File: config.mk
export PLATFORM = sky130hd
export DESIGN_NAME = s2p_deser_flat
export DESIGN_NICKNAME = d
export VERILOG_FILES = /design/src/rtl/s2p_pkg.sv /design/src/rtl/s2p_deser_if.sv /design/src/rtl/s2p_lane.sv /design/src/rtl/s2p_deser.sv /design/src/flat_wrapper.sv
export SDC_FILE = /design/constraint.sdc
export NUM_CORES = 1
export LEC_CHECK = 0
export BUFFER_PORTS_ARGS = -buffer_cell sky130_fd_sc_hd__buf_4
export CAP_MARGIN = 20
export CELL_PAD_IN_SITES_DETAIL_PLACEMENT = 0
export CELL_PAD_IN_SITES_GLOBAL_PLACEMENT = 1
export CORE_ASPECT_RATIO = 2
export CORE_MARGIN = 2
export CORE_UTILIZATION = 43
export DETAILED_ROUTE_END_ITERATION = 16
export PLACE_DENSITY_LB_ADDON = 0.05
export SETUP_SLACK_MARGIN = 0.2
export SLEW_MARGIN = 20
export SYNTH_ARGS = -nofsm -noshare
export SYNTH_HDL_FRONTEND = slang
export SYNTH_SLANG_ARGS = --single-unit
export TNS_END_PERCENT = 10
File: constraint.sdc
create_clock -name CLK -period 2.2 [get_ports CLK]
set_input_delay 0.33 -clock CLK [delete_from_list [all_inputs] [get_ports CLK]]
set_output_delay 0.33 -clock CLK [all_outputs]
set_load 0.02 [all_outputs]
File: src/rtl/s2p_pkg.sv
// Shared types and default parameters for the four-lane serial-to-parallel deserializer.
package s2p_pkg;

  localparam int unsigned S2P_LANES    = 4;
  localparam int unsigned S2P_BYTE     = 8;
  localparam logic [7:0]  S2P_SYNC     = 8'hBC;
  localparam int unsigned S2P_LOCK_CNT = 2;

  typedef enum logic [1:0] {
    StSearch,
    StAlign,
    StLocked
  } s2p_state_e;

endpackage

File: src/rtl/s2p_deser_if.sv
// Serial input and parallel output bundle of the deserializer.
interface s2p_deser_if #(
  parameter int unsigned LANES = 4,
  parameter int unsigned BYTE  = 8
);

  logic                    ENB;
  logic [LANES-1:0]        data_in;
  logic [BYTE-1:0]         Q0;
  logic [BYTE-1:0]         Q1;
  logic [BYTE-1:0]         Q2;
  logic [BYTE-1:0]         Q3;
  logic [LANES*BYTE-1:0]   data_out;
  logic                    valid;
  logic                    locked;
  logic [2:0]              bit_cnt;

  modport master (
    output ENB, data_in,
    input  Q0, Q1, Q2, Q3, data_out, valid, locked, bit_cnt
  );

  modport slave (
    input  ENB, data_in,
    output Q0, Q1, Q2, Q3, data_out, valid, locked, bit_cnt
  );

endinterface

File: src/rtl/s2p_lane.sv
// One serial lane: MSB-first shift register exposing the value it will hold after this edge.
module s2p_lane #(
  parameter int unsigned BYTE = 8
) (
  input  logic            clk,
  input  logic            rst,
  input  logic            enb,
  input  logic            din,
  output logic [BYTE-1:0] next_byte
);

  logic [BYTE-1:0] sr_q;

  assign next_byte = {sr_q[BYTE-2:0], din};

  always_ff @(posedge clk or posedge rst) begin
    if (rst) begin
      sr_q <= '0;
    end else if (enb) begin
      sr_q <= next_byte;
    end
  end

endmodule

File: src/rtl/s2p_deser.sv
// Four-lane deserializer: aligns on lane-0 sync bytes, locks, then delivers non-idle words.
module s2p_deser
  import s2p_pkg::*;
#(
  parameter int unsigned LANES    = S2P_LANES,
  parameter int unsigned BYTE     = S2P_BYTE,
  parameter logic [7:0]  SYNC     = S2P_SYNC,
  parameter int unsigned LOCK_CNT = S2P_LOCK_CNT
) (
  input  logic       CLK,
  input  logic       reset,
  s2p_deser_if.slave bus
);

  localparam int unsigned MatchW = (LOCK_CNT < 2) ? 1 : $clog2(LOCK_CNT + 1);

  logic [BYTE-1:0]   lane_next [LANES];
  logic [BYTE-1:0]   q_q       [LANES];
  s2p_state_e        state_q;
  logic [2:0]        bit_cnt_q;
  logic [MatchW-1:0] match_q;
  logic              valid_q;
  logic              locked_q;
  logic              all_sync;
  logic              boundary;

  for (genvar i = 0; i < LANES; i++) begin : g_lane
    s2p_lane #(
      .BYTE (BYTE)
    ) u_lane (
      .clk       (CLK),
      .rst       (reset),
      .enb       (bus.ENB),
      .din       (bus.data_in[i]),
      .next_byte (lane_next[i])
    );
  end

  always_comb begin
    all_sync = 1'b1;
    for (int i = 0; i < LANES; i++) begin
      if (lane_next[i] != SYNC) all_sync = 1'b0;
    end
  end

  assign boundary = (bit_cnt_q == 3'd7);

  always_ff @(posedge CLK or posedge reset) begin
    if (reset) begin
      state_q   <= StSearch;
      bit_cnt_q <= '0;
      match_q   <= '0;
      valid_q   <= 1'b0;
      locked_q  <= 1'b0;
      for (int i = 0; i < LANES; i++) q_q[i] <= '0;
    end else begin
      // valid is a single-cycle pulse regardless of ENB
      valid_q <= 1'b0;
      if (bus.ENB) begin
        case (state_q)
          StSearch: begin
            if (lane_next[0] == SYNC) begin
              bit_cnt_q <= '0;
              match_q   <= MatchW'(1);
              if (LOCK_CNT <= 1) begin
                state_q  <= StLocked;
                locked_q <= 1'b1;
              end else begin
                state_q <= StAlign;
              end
            end else begin
              bit_cnt_q <= bit_cnt_q + 3'd1;
            end
          end
          StAlign: begin
            bit_cnt_q <= bit_cnt_q + 3'd1;
            if (boundary) begin
              if (lane_next[0] == SYNC) begin
                match_q <= match_q + MatchW'(1);
                if (int'(match_q) + 1 >= int'(LOCK_CNT)) begin
                  state_q  <= StLocked;
                  locked_q <= 1'b1;
                end
              end else begin
                state_q <= StSearch;
                match_q <= '0;
              end
            end
          end
          StLocked: begin
            bit_cnt_q <= bit_cnt_q + 3'd1;
            if (boundary && !all_sync) begin
              for (int i = 0; i < LANES; i++) q_q[i] <= lane_next[i];
              valid_q <= 1'b1;
            end
          end
          default: state_q <= StSearch;
        endcase
      end
    end
  end

  assign bus.Q0      = q_q[0];
  assign bus.Q1      = q_q[1];
  assign bus.Q2      = q_q[2];
  assign bus.Q3      = q_q[3];
  assign bus.valid   = valid_q & bus.ENB;
  assign bus.locked  = locked_q;
  assign bus.bit_cnt = bit_cnt_q;

  always_comb begin
    bus.data_out = '0;
    for (int i = 0; i < LANES; i++) bus.data_out[i*BYTE +: BYTE] = q_q[i];
  end

endmodule

File: src/flat_wrapper.sv
// flat-port wrapper written by rule: the top's interface ports become plain ports
module s2p_deser_flat import s2p_pkg::*;
#(
  parameter int unsigned LANES    = S2P_LANES,
  parameter int unsigned BYTE     = S2P_BYTE,
  parameter logic [7:0]  SYNC     = S2P_SYNC,
  parameter int unsigned LOCK_CNT = S2P_LOCK_CNT
)
  (CLK, reset, bus_ENB, bus_data_in, bus_Q0, bus_Q1, bus_Q2, bus_Q3, bus_data_out, bus_valid, bus_locked, bus_bit_cnt);
  s2p_deser_if #(.LANES(LANES), .BYTE(BYTE)) bus_i ();
  input  logic CLK;
  input  logic reset;
  input wire logic [$bits(bus_i.ENB)-1:0] bus_ENB;
  input wire logic [$bits(bus_i.data_in)-1:0] bus_data_in;
  output wire logic [$bits(bus_i.Q0)-1:0] bus_Q0;
  output wire logic [$bits(bus_i.Q1)-1:0] bus_Q1;
  output wire logic [$bits(bus_i.Q2)-1:0] bus_Q2;
  output wire logic [$bits(bus_i.Q3)-1:0] bus_Q3;
  output wire logic [$bits(bus_i.data_out)-1:0] bus_data_out;
  output wire logic [$bits(bus_i.valid)-1:0] bus_valid;
  output wire logic [$bits(bus_i.locked)-1:0] bus_locked;
  output wire logic [$bits(bus_i.bit_cnt)-1:0] bus_bit_cnt;
  assign bus_i.ENB = bus_ENB;
  assign bus_i.data_in = bus_data_in;
  assign bus_Q0 = bus_i.Q0;
  assign bus_Q1 = bus_i.Q1;
  assign bus_Q2 = bus_i.Q2;
  assign bus_Q3 = bus_i.Q3;
  assign bus_data_out = bus_i.data_out;
  assign bus_valid = bus_i.valid;
  assign bus_locked = bus_i.locked;
  assign bus_bit_cnt = bus_i.bit_cnt;
  s2p_deser #(.LANES(LANES), .BYTE(BYTE), .SYNC(SYNC), .LOCK_CNT(LOCK_CNT)) u_core (.CLK(CLK), .reset(reset), .bus(bus_i));
endmodule
==> results of run 1 <==
[logic make-up after synthesis]
group                    share of synthesized area (%)
multiplexers                                      24.6
AND/OR/NAND/NOR                                   5.10
AO/OA/AOI/OAI                                     3.79
flip-flops                                        53.3
buffers and inverters                             10.1
adder cells (fa/ha/maj)                           3.09
[cells in the mapped netlist (2+ instances only)]
master and count:
buf_6 3, nand4b_1 3, buf_4 32, ha_1 8, mux2_4 29, mux2_2 32, nor2_1 3, o31ai_1 2
o21ai_0 5, nand2b_1 2, inv_1 10, clkbuf_1 4, nor3_1 3, nand2_1 9, dfrtp_1 69
[registers in the layout (all words and copies together) (netlist names)]
register	flops
u_core.bus.Q2	8
u_core.g_lane.u_lane.sr_q	28
u_core.bus.Q3	8
u_core.match_q	2
u_core.bus.Q1	8
u_core.valid_q	1
u_core.bus.Q0	8
u_core.bus.bit_cnt	3
u_core.bus.locked	1
u_core.state_q	2
[report_power, final]
part / internal (mW) / switching (mW) / total, mW
combinational: 0.227 / 0.236 / 0.463
sequential: 1.43 / 0.165 / 1.60
clock: 0.806 / 0.484 / 1.29
total: 2.47 / 0.885 / 3.35
[layer usage]
layer | vias to the layer above | routed length (um) | part of all wire, %
met5 | - | 0 | 0
met4 | 0 | 117 | 1.9
li1 | 876 | - | -
met2 | 44 | 3490 | 58
met1 | 953 | 2260 | 37
met3 | 9 | 190 | 3.1
[worst min-delay path: stages]
cell and delay [ps]:
buf_4 120, clkinvlp_4 70, buf_12 300
[final cells by class]
cell class | count | area [um2]
Tap cell | 92 | 115
Multi-Input combinational cell | 112 | 1190
Clock buffer | 12 | 256
Clock inverter | 2 | 10.0
Timing Repair Buffer | 79 | 622
Fill cell | 654 | 3300
Sequential cell | 69 | 1730
Inverter | 10 | 41.3
[per-stage QoR]
step	setup slack (ps)	instance area (um2)	std cells	power, mW
global route	226	3960	376	3.53
finish	327	3960	376	3.35
floorplan	332	3240	230	1.91
CTS	231	3950	376	3.41
detailed placement	255	3680	362	2.10
global placement	249	3680	362	2.08
[what timing repair did]
action / CTS / global route
setup endpoints to repair: 0 / 15
buffers inserted: 0 / 0
resized for setup: 0 / 2
[worst paths after layout]
check                      slack, ps                 to
max                              330   u_core.bus.Q0[4]
max reg2reg                      330   u_core.bus.Q0[4]
min reg2reg                      490  u_core.bus.locked
min in group CLK                 250   u_core.bus.Q0[0]
max in group asynchronous       1800   u_core.bus.Q3[3]
min                               90   u_core.bus.Q2[1]
==> flow_summary.json, run 1 <==
{
  "outcome": "finished clean",
  "critical_path_buf_inv_count": 1,
  "arrival_ps": 2080,
  "final_common_cell": "buf_4",
  "grt_pass1_wl_um": 9830,
  "rsz0062_at_grt": "no",
  "drtIter0Drc": 67,
  "firstDrtPassIters": 4,
  "setup_viol": 0,
  "dp_hpwl_um": 4330,
  "clock_skew_ps": 6.01,
  "cts.sink_count": 69,
  "grt_max_degree": 70,
  "antenna_found_initial": 0,
  "power.density_nw_per_um2": 846,
  "port_buffers": 75,
  "overflow": 0,
  "cts_buffers": 9,
  "max_slew.worst_pin.slew_ps": 581,
  "drc": 0,
  "antenna_left": 0,
  "worst_setup_path_start_kind": "flop",
  "final.setup.tns_ps": 0,
  "htreeDepth": 3,
  "cts_tree": "yes",
  "synth-edff-count": 0,
  "hold_class": "input pin to async pin",
  "clock-root-buffer": "clkbuf_16",
  "reg2reg_from": "u_core.g_lane[3].u_lane.sr_q[0]",
  "syn-cell-area_um2": 3240,
  "async_reset_ff_share_pct": 100,
  "fp.dieW_um": 65.4,
  "dieArea_um2": 8280,
  "final_cell_mix": "buf_4, dfrtp_1, mux2_2, mux2_4",
  "utilization_pct": 54.5,
  "num_rows": 44,
  "cp_num_cells": 5,
  "synth-seq-cells": 69,
  "initial_utilization_pct": 44.5,
  "worst-setup-path-type": "flop to flop",
  "fp.dieH_um": 127,
  "grt_most_used_layer": "met2",
  "syn2layout_area_growth_pct": 22.5,
  "max_cap_violations": 0,
  "cp_max_fo": 16,
  "irDropWorstVdd_mv": 0.515,
  "synth_cell_types": 31,
  "reg2reg_depth": 5,
  "synthDominantCellAreaShare_pct": 53.3,
  "ios": 76,
  "maxSlewHeadroom_pct": 60.9,
  "cp_cell_sequence": "nand4b_1 > nor4_4 > a41oi_4 > buf_6 > mux2_4",
  "vias": 1882,
  "grtUsageMet1_pct": 17.6,
  "fmax_ghz": 0.534,
  "ys_warn_count": 0,
  "drv_slew": 0,
  "clockBufferDepth": 2,
  "fp.coreArea_um2": 7270,
  "synth.area.top_cells": "dfrtp_1, mux2_4, mux2_2, buf_4, ha_1",
  "final_nets": 296,
  "critPathRequiredTime_ps": 2410,
  "min_period_over_period_pct": 85.2,
  "syn_nets": 245,
  "syn_avg_cell_area_um2": 14.1,
  "setup.worst_path.start": "u_core.g_lane[3].u_lane.sr_q[0]",
  "gp_congestion": 0.744,
  "clk_pin_slew_ps": 50,
  "diodes": 0,
  "holdBufCountCts": 0,
  "synth_cells": 230,
  "wl_per_cell_um": 16.1,
  "path_delay_family": "simple AND/OR/NAND/NOR gates",
  "power.leakage_nw": 1.94,
  "grt_usage_pct": 16.2,
  "synth_ff_type": "dfrtp_1",
  "clk_latency_ps": 330,
  "cp_slowest_cell": "dfrtp_1",
  "via_per_inst": 5.01,
  "hold_viol": 0,
  "hold_ws_ps": 87.0,
  "slowest_delay_ps": 420,
  "synth.largest_area_cell": "dfrtp_1",
  "drive_gt1_share_pct": 54.9,
  "use_met2_pct": 28.2,
  "wl_um": 6060,
  "end_kind": "flop",
  "met3_usage_pct": 3.55,
  "period_needed_ps": 1870,
  "grt_pass1_vias": 1932,
  "yosysSeqAreaShare_pct": 53.3
}
Note: power is estimated with default switching activity, not from simulation.
==> run 2, diff against run 1 <==
- clock period: 2.2 -> 1.88 ns (I/O delays scaled with it)
==> flow_summary.json, run 2 (synthesized netlist as in run 1, its figures left out) <==
{
  "outcome": "finished clean",
  "antenna_left": 0,
  "regMostFlops": "u_core.g_lane.u_lane.sr_q",
  "rsz0062_at_grt": "yes",
  "fp.coreArea_um2": 7270,
  "initial_utilization_pct": 44.5,
  "fp.dieW_um": 65.4,
  "max_slew.worst_pin.slew_ps": 401,
  "clock-root-buffer": "clkbuf_16",
  "critPathRequiredTime_ps": 2090,
  "num_rows": 44,
  "drc": 0,
  "clk_latency_ps": 330,
  "clockBufferDepth": 2,
  "overflow": 0,
  "via_per_inst": 4.94,
  "clock_skew_ps": 5.55,
  "p_total_mw": 4.18,
  "grt_max_degree": 70,
  "reg2reg_from": "u_core.g_lane[0].u_lane.sr_q[6]",
  "gp_congestion": 0.717,
  "cp_slowest_cell": "dfrtp_1",
  "irDropWorstVdd_mv": 0.650,
  "port_buffers": 75,
  "grt_pass1_vias": 2035,
  "ios": 76,
  "hold_class": "input pin to async pin",
  "r2r_slack_ps": 70,
  "arrival_ps": 2020,
  "slowest_delay_ps": 390,
  "firstDrtPassIters": 3,
  "power.leakage_nw": 2.01,
  "clk_pin_slew_ps": 50,
  "maxSlewHeadroom_pct": 73.0,
  "reg2reg_to": "u_core.bus.Q3[6]",
  "cts_tree": "yes",
  "dpl-instance-area_um2": 3770,
  "wl_per_cell_um": 16.0,
  "drtIter0Drc": 130,
  "final_cell_mix": "buf_4, dfrtp_1, mux2_2, mux2_4",
  "power.density_nw_per_um2": 1020,
  "fp.dieH_um": 127,
  "reg2reg_depth": 5,
  "min_period_over_period_pct": 96.1,
  "largest_register_ffs": 28,
  "vias": 1927,
  "dieArea_um2": 8280,
  "fmax_ghz": 0.554,
  "cp_cell_sequence": "and4b_1 > and4_2 > a41oi_4 > buf_12 > mux2_2",
  "drv_slew": 0,
  "cts_buffers": 9,
  "final_nets": 308,
  "design_area_um2": 4110,
  "grt_pass1_wl_um": 10300,
  "htreeDepth": 3,
  "period_needed_ps": 1810,
  "wl_um": 6230,
  "hold_viol": 0,
  "cts.sink_count": 69,
  "grt_usage_pct": 16.7,
  "critical_path_buf_inv_count": 1,
  "end_kind": "flop",
  "hold_ws_ps": 36.6,
  "cp_max_fo": 21,
  "nFillCells": 635,
  "dp_hpwl_um": 4370,
  "setup_viol": 0,
  "syn2layout_area_growth_pct": 27.0,
  "drive_gt1_share_pct": 58.7,
  "path_delay_family": "simple AND/OR/NAND/NOR gates",
  "worst_setup_path_start_kind": "flop",
  "worst-setup-path-type": "flop to flop",
  "max_cap_violations": 0,
  "diodes": 0,
  "utilization_pct": 56.6,
  "final_common_cell": "buf_4",
  "antenna_found_initial": 0
}
[run 2: worst max path at each step]
| stage | start | to | slack, ps | cells after the start |
|---|---|---|---|---|
| 3_3_place_gp | bus_data_in[2] | u_core.bus.Q0[1] | -30 | 6 |
| 6_report | u_core.g_lane[0].u_lane.sr_q[6] | u_core.bus.Q3[6] | 70 | 5 |
| 3_5_place_dp | bus_data_in[2] | u_core.bus.Q0[0] | -60 | 6 |
| 2_1_floorplan | u_core.bus.bit_cnt[0] | u_core.bus.Q0[5] | 10 | 6 |
| 4_1_cts | u_core.g_lane[0].u_lane.sr_q[6] | u_core.bus.Q3[6] | 60 | 5 |
| 5_1_grt | u_core.bus.bit_cnt[1] | u_core.bus.Q3[6] | -8 | 6 |
[run 2: repair_timing]
action	4_1_cts	5_1_grt
gates resized for setup	5	3
hold buffers	0	0
setup buffers	0	1
pin swaps	0	1
endpoints found under the setup margin	33	36
[run 2: worst reg2reg max path, cell delays in order, from the launching register on]
cell and delay [ps]:
dfrtp_1 390, and4b_1 240, and4_2 280, a41oi_4 200
buf_12 230, mux2_2 360
[run 2: power by group]
part	switching [mW]	total, mW	leakage [nW]	internal [mW]
Clock	0.610	1.67	0.143	1.06
Sequential	0.176	1.85	0.891	1.68
Combinational	0.314	0.661	0.977	0.347
Total	1.10	4.18	2.01	3.08
[run 2: per-layer routing]
metal	wire length (um)	vias to the layer above	track usage [%]
met5	0	-	0
met1	2350	978	18.8
met2	3500	45	29.1
li1	-	894	-
met3	248	10	5.05
met4	124	0	6.62
[run 2: area by class of cell]
| type | count | area (um2) | area share (%) |
|---|---|---|---|
| Timing Repair Buffer | 91 | 712 | 17.3 |
| Tap cell | 92 | 115 | 2.80 |
| Clock inverter | 4 | 47.5 | 1.16 |
| Multi-Input combinational cell | 112 | 1220 | 29.7 |
| Inverter | 10 | 41.3 | 1.00 |
| Clock buffer | 12 | 246 | 6.00 |
| Sequential cell | 69 | 1730 | 42.0 |
[run 2: through the flow]
step | setup slack, ps | setup TNS, ps | std cells
CTS | 55.9 | 0 | 389
finish | 73.7 | 0 | 390
global route | -7.81 | -13.7 | 390
floorplan | 12.2 | 0 | 230
detailed placement | -59.6 | -622 | 373
global placement | -29.7 | -317 | 373
==> run 3, diff against run 2 <==
- CELL_PAD_IN_SITES_DETAIL_PLACEMENT: 0 -> 1
- HOLD_SLACK_MARGIN: unset -> 0.15
==> flow_summary.json, run 3 (synthesized netlist as in run 1, its figures left out) <==
{
  "drc": 0,
  "drv_slew": 0,
  "drive_gt1_share_pct": 60.3,
  "syn2layout_area_growth_pct": 29.5,
  "worst_setup_path_start_kind": "flop",
  "power.density_nw_per_um2": 968,
  "diodes": 0,
  "largest_register_ffs": 28,
  "drtIter0Drc": 115,
  "worst-setup-path-type": "flop to flop",
  "final_common_cell": "buf_4",
  "vias": 1981,
  "clock_skew_ps": 5.55,
  "multi_input_area_um2": 1240,
  "cp_cell_sequence": "nand4b_1 > nor4_4 > a41oi_4 > buf_4 > clkbuf_16 > mux2_4",
  "via_per_inst": 4.99,
  "power.leakage_nw": 2.05,
  "final_nets": 317,
  "setup.worst_path.start": "u_core.g_lane[2].u_lane.sr_q[3]",
  "hold_class": "input pin to flop",
  "max_slew.worst_pin.slew_ps": 377,
  "clk_pin_slew_ps": 50,
  "outcome": "finished clean",
  "htreeDepth": 3,
  "grt_max_degree": 70,
  "initial_utilization_pct": 44.5,
  "gp_congestion": 0.717,
  "fp.dieW_um": 65.4,
  "cp_slowest_cell": "dfrtp_2",
  "firstDrtPassIters": 3,
  "period_needed_ps": 1840,
  "final_cell_mix": "buf_4, dfrtp_1, mux2_2, mux2_4, clkbuf_16",
  "grt_usage_pct": 17.9,
  "num_rows": 44,
  "maxSlewHeadroom_pct": 74.8,
  "min_period_over_period_pct": 98.1,
  "clockBufferDepth": 2,
  "grt_pass1_wl_um": 11100,
  "irDropWorstVdd_mv": 0.631,
  "clock-root-buffer": "clkbuf_16",
  "utilization_pct": 57.7,
  "fmax_ghz": 0.542,
  "hold_start": "bus_data_in[2]",
  "final.setup.tns_ps": 0,
  "dp_hpwl_um": 4750,
  "setup_viol": 0,
  "critical_path_buf_inv_count": 2,
  "regMostFlops": "u_core.g_lane.u_lane.sr_q",
  "fp.coreArea_um2": 7270,
  "arrival_ps": 2050,
  "end_kind": "flop",
  "port_buffers": 75,
  "rsz0062_at_grt": "yes",
  "critPathRequiredTime_ps": 2090,
  "path_delay_family": "simple AND/OR/NAND/NOR gates",
  "antenna_left": 0,
  "cts_tree": "yes",
  "antenna_found_initial": 0,
  "nFillCells": 742,
  "clk_latency_ps": 330,
  "hold_viol": 0,
  "cts_buffers": 9,
  "fp.dieH_um": 127,
  "wl_um": 7070,
  "ios": 76,
  "grt_pass1_vias": 2143,
  "regArea_um2": 1730,
  "cp_max_fo": 5,
  "cts.sink_count": 69,
  "wl_per_cell_um": 17.8,
  "overflow": 0,
  "reg2reg_from": "u_core.g_lane[2].u_lane.sr_q[3]",
  "dieArea_um2": 8280,
  "max_cap_violations": 0,
  "slowest_delay_ps": 400
}
-- run 3: area by class of cell --
type | instances | share of cell area (%)
Tap cell | 92 | 2.75
Clock inverter | 3 | 0.358
Sequential cell | 69 | 41.2
Timing Repair Buffer | 100 | 19.5
Clock buffer | 11 | 5.55
Multi-Input combinational cell | 112 | 29.7
Inverter | 10 | 0.985
-- run 3: worst paths after layout --
kind                                                   endpoint  depth (start not counted)  slack (ps)
worst max-delay path                           u_core.bus.Q1[7]                          6          40
worst min-delay path                           u_core.bus.Q2[0]                          2         210
worst max register to register                 u_core.bus.Q1[7]                          6          40
worst min register to register                u_core.bus.locked                          2         500
max in group asynchronous       u_core.g_lane[2].u_lane.sr_q[3]                          4         940
min in group asynchronous                      u_core.bus.Q2[0]                          4         620
-- run 3: per-layer routing --
layer / GRT usage (%) / up-vias / wire length [um]
met3: 4.61 / 12 / 227
met1: 20.0 / 1013 / 2590
met5: 0 / - / 0
li1: - / 909 / -
met2: 31.6 / 47 / 4120
met4: 7.48 / 0 / 125
-- run 3: repair_timing --
| action | in CTS | in global routing |
|---|---|---|
| cloned | 0 | 2 |
| hold buffers | 1 | 0 |
| pin swaps | 0 | 6 |
| gates resized for setup | 4 | 14 |
| endpoints found under the hold margin | 69 | 0 |
| endpoints found under the setup margin | 35 | 36 |
| buffers inserted | 0 | 7 |
-- run 3: through the flow --
step / instance area (um2) / cells / hold WS (ps) / setup WS [ps] / power [mW]
floorplan: 3240 / 230 / 430 / 12.2 / 2.23
global placement: 3770 / 373 / 413 / -29.7 / 2.52
detailed placement: 3770 / 373 / 425 / -50.1 / 2.54
CTS: 4060 / 388 / 194 / 14.5 / 4.04
global route: 4190 / 397 / 194 / -62.8 / 4.28
finish: 4190 / 397 / 208 / 35.6 / 4.06
-- run 3: power breakdown --
part	total [mW]	internal, mW	leakage [nW]	switching (mW)
logic	0.740	0.396	1.04	0.344
clock network	1.45	0.870	0.125	0.584
registers	1.86	1.68	0.890	0.185
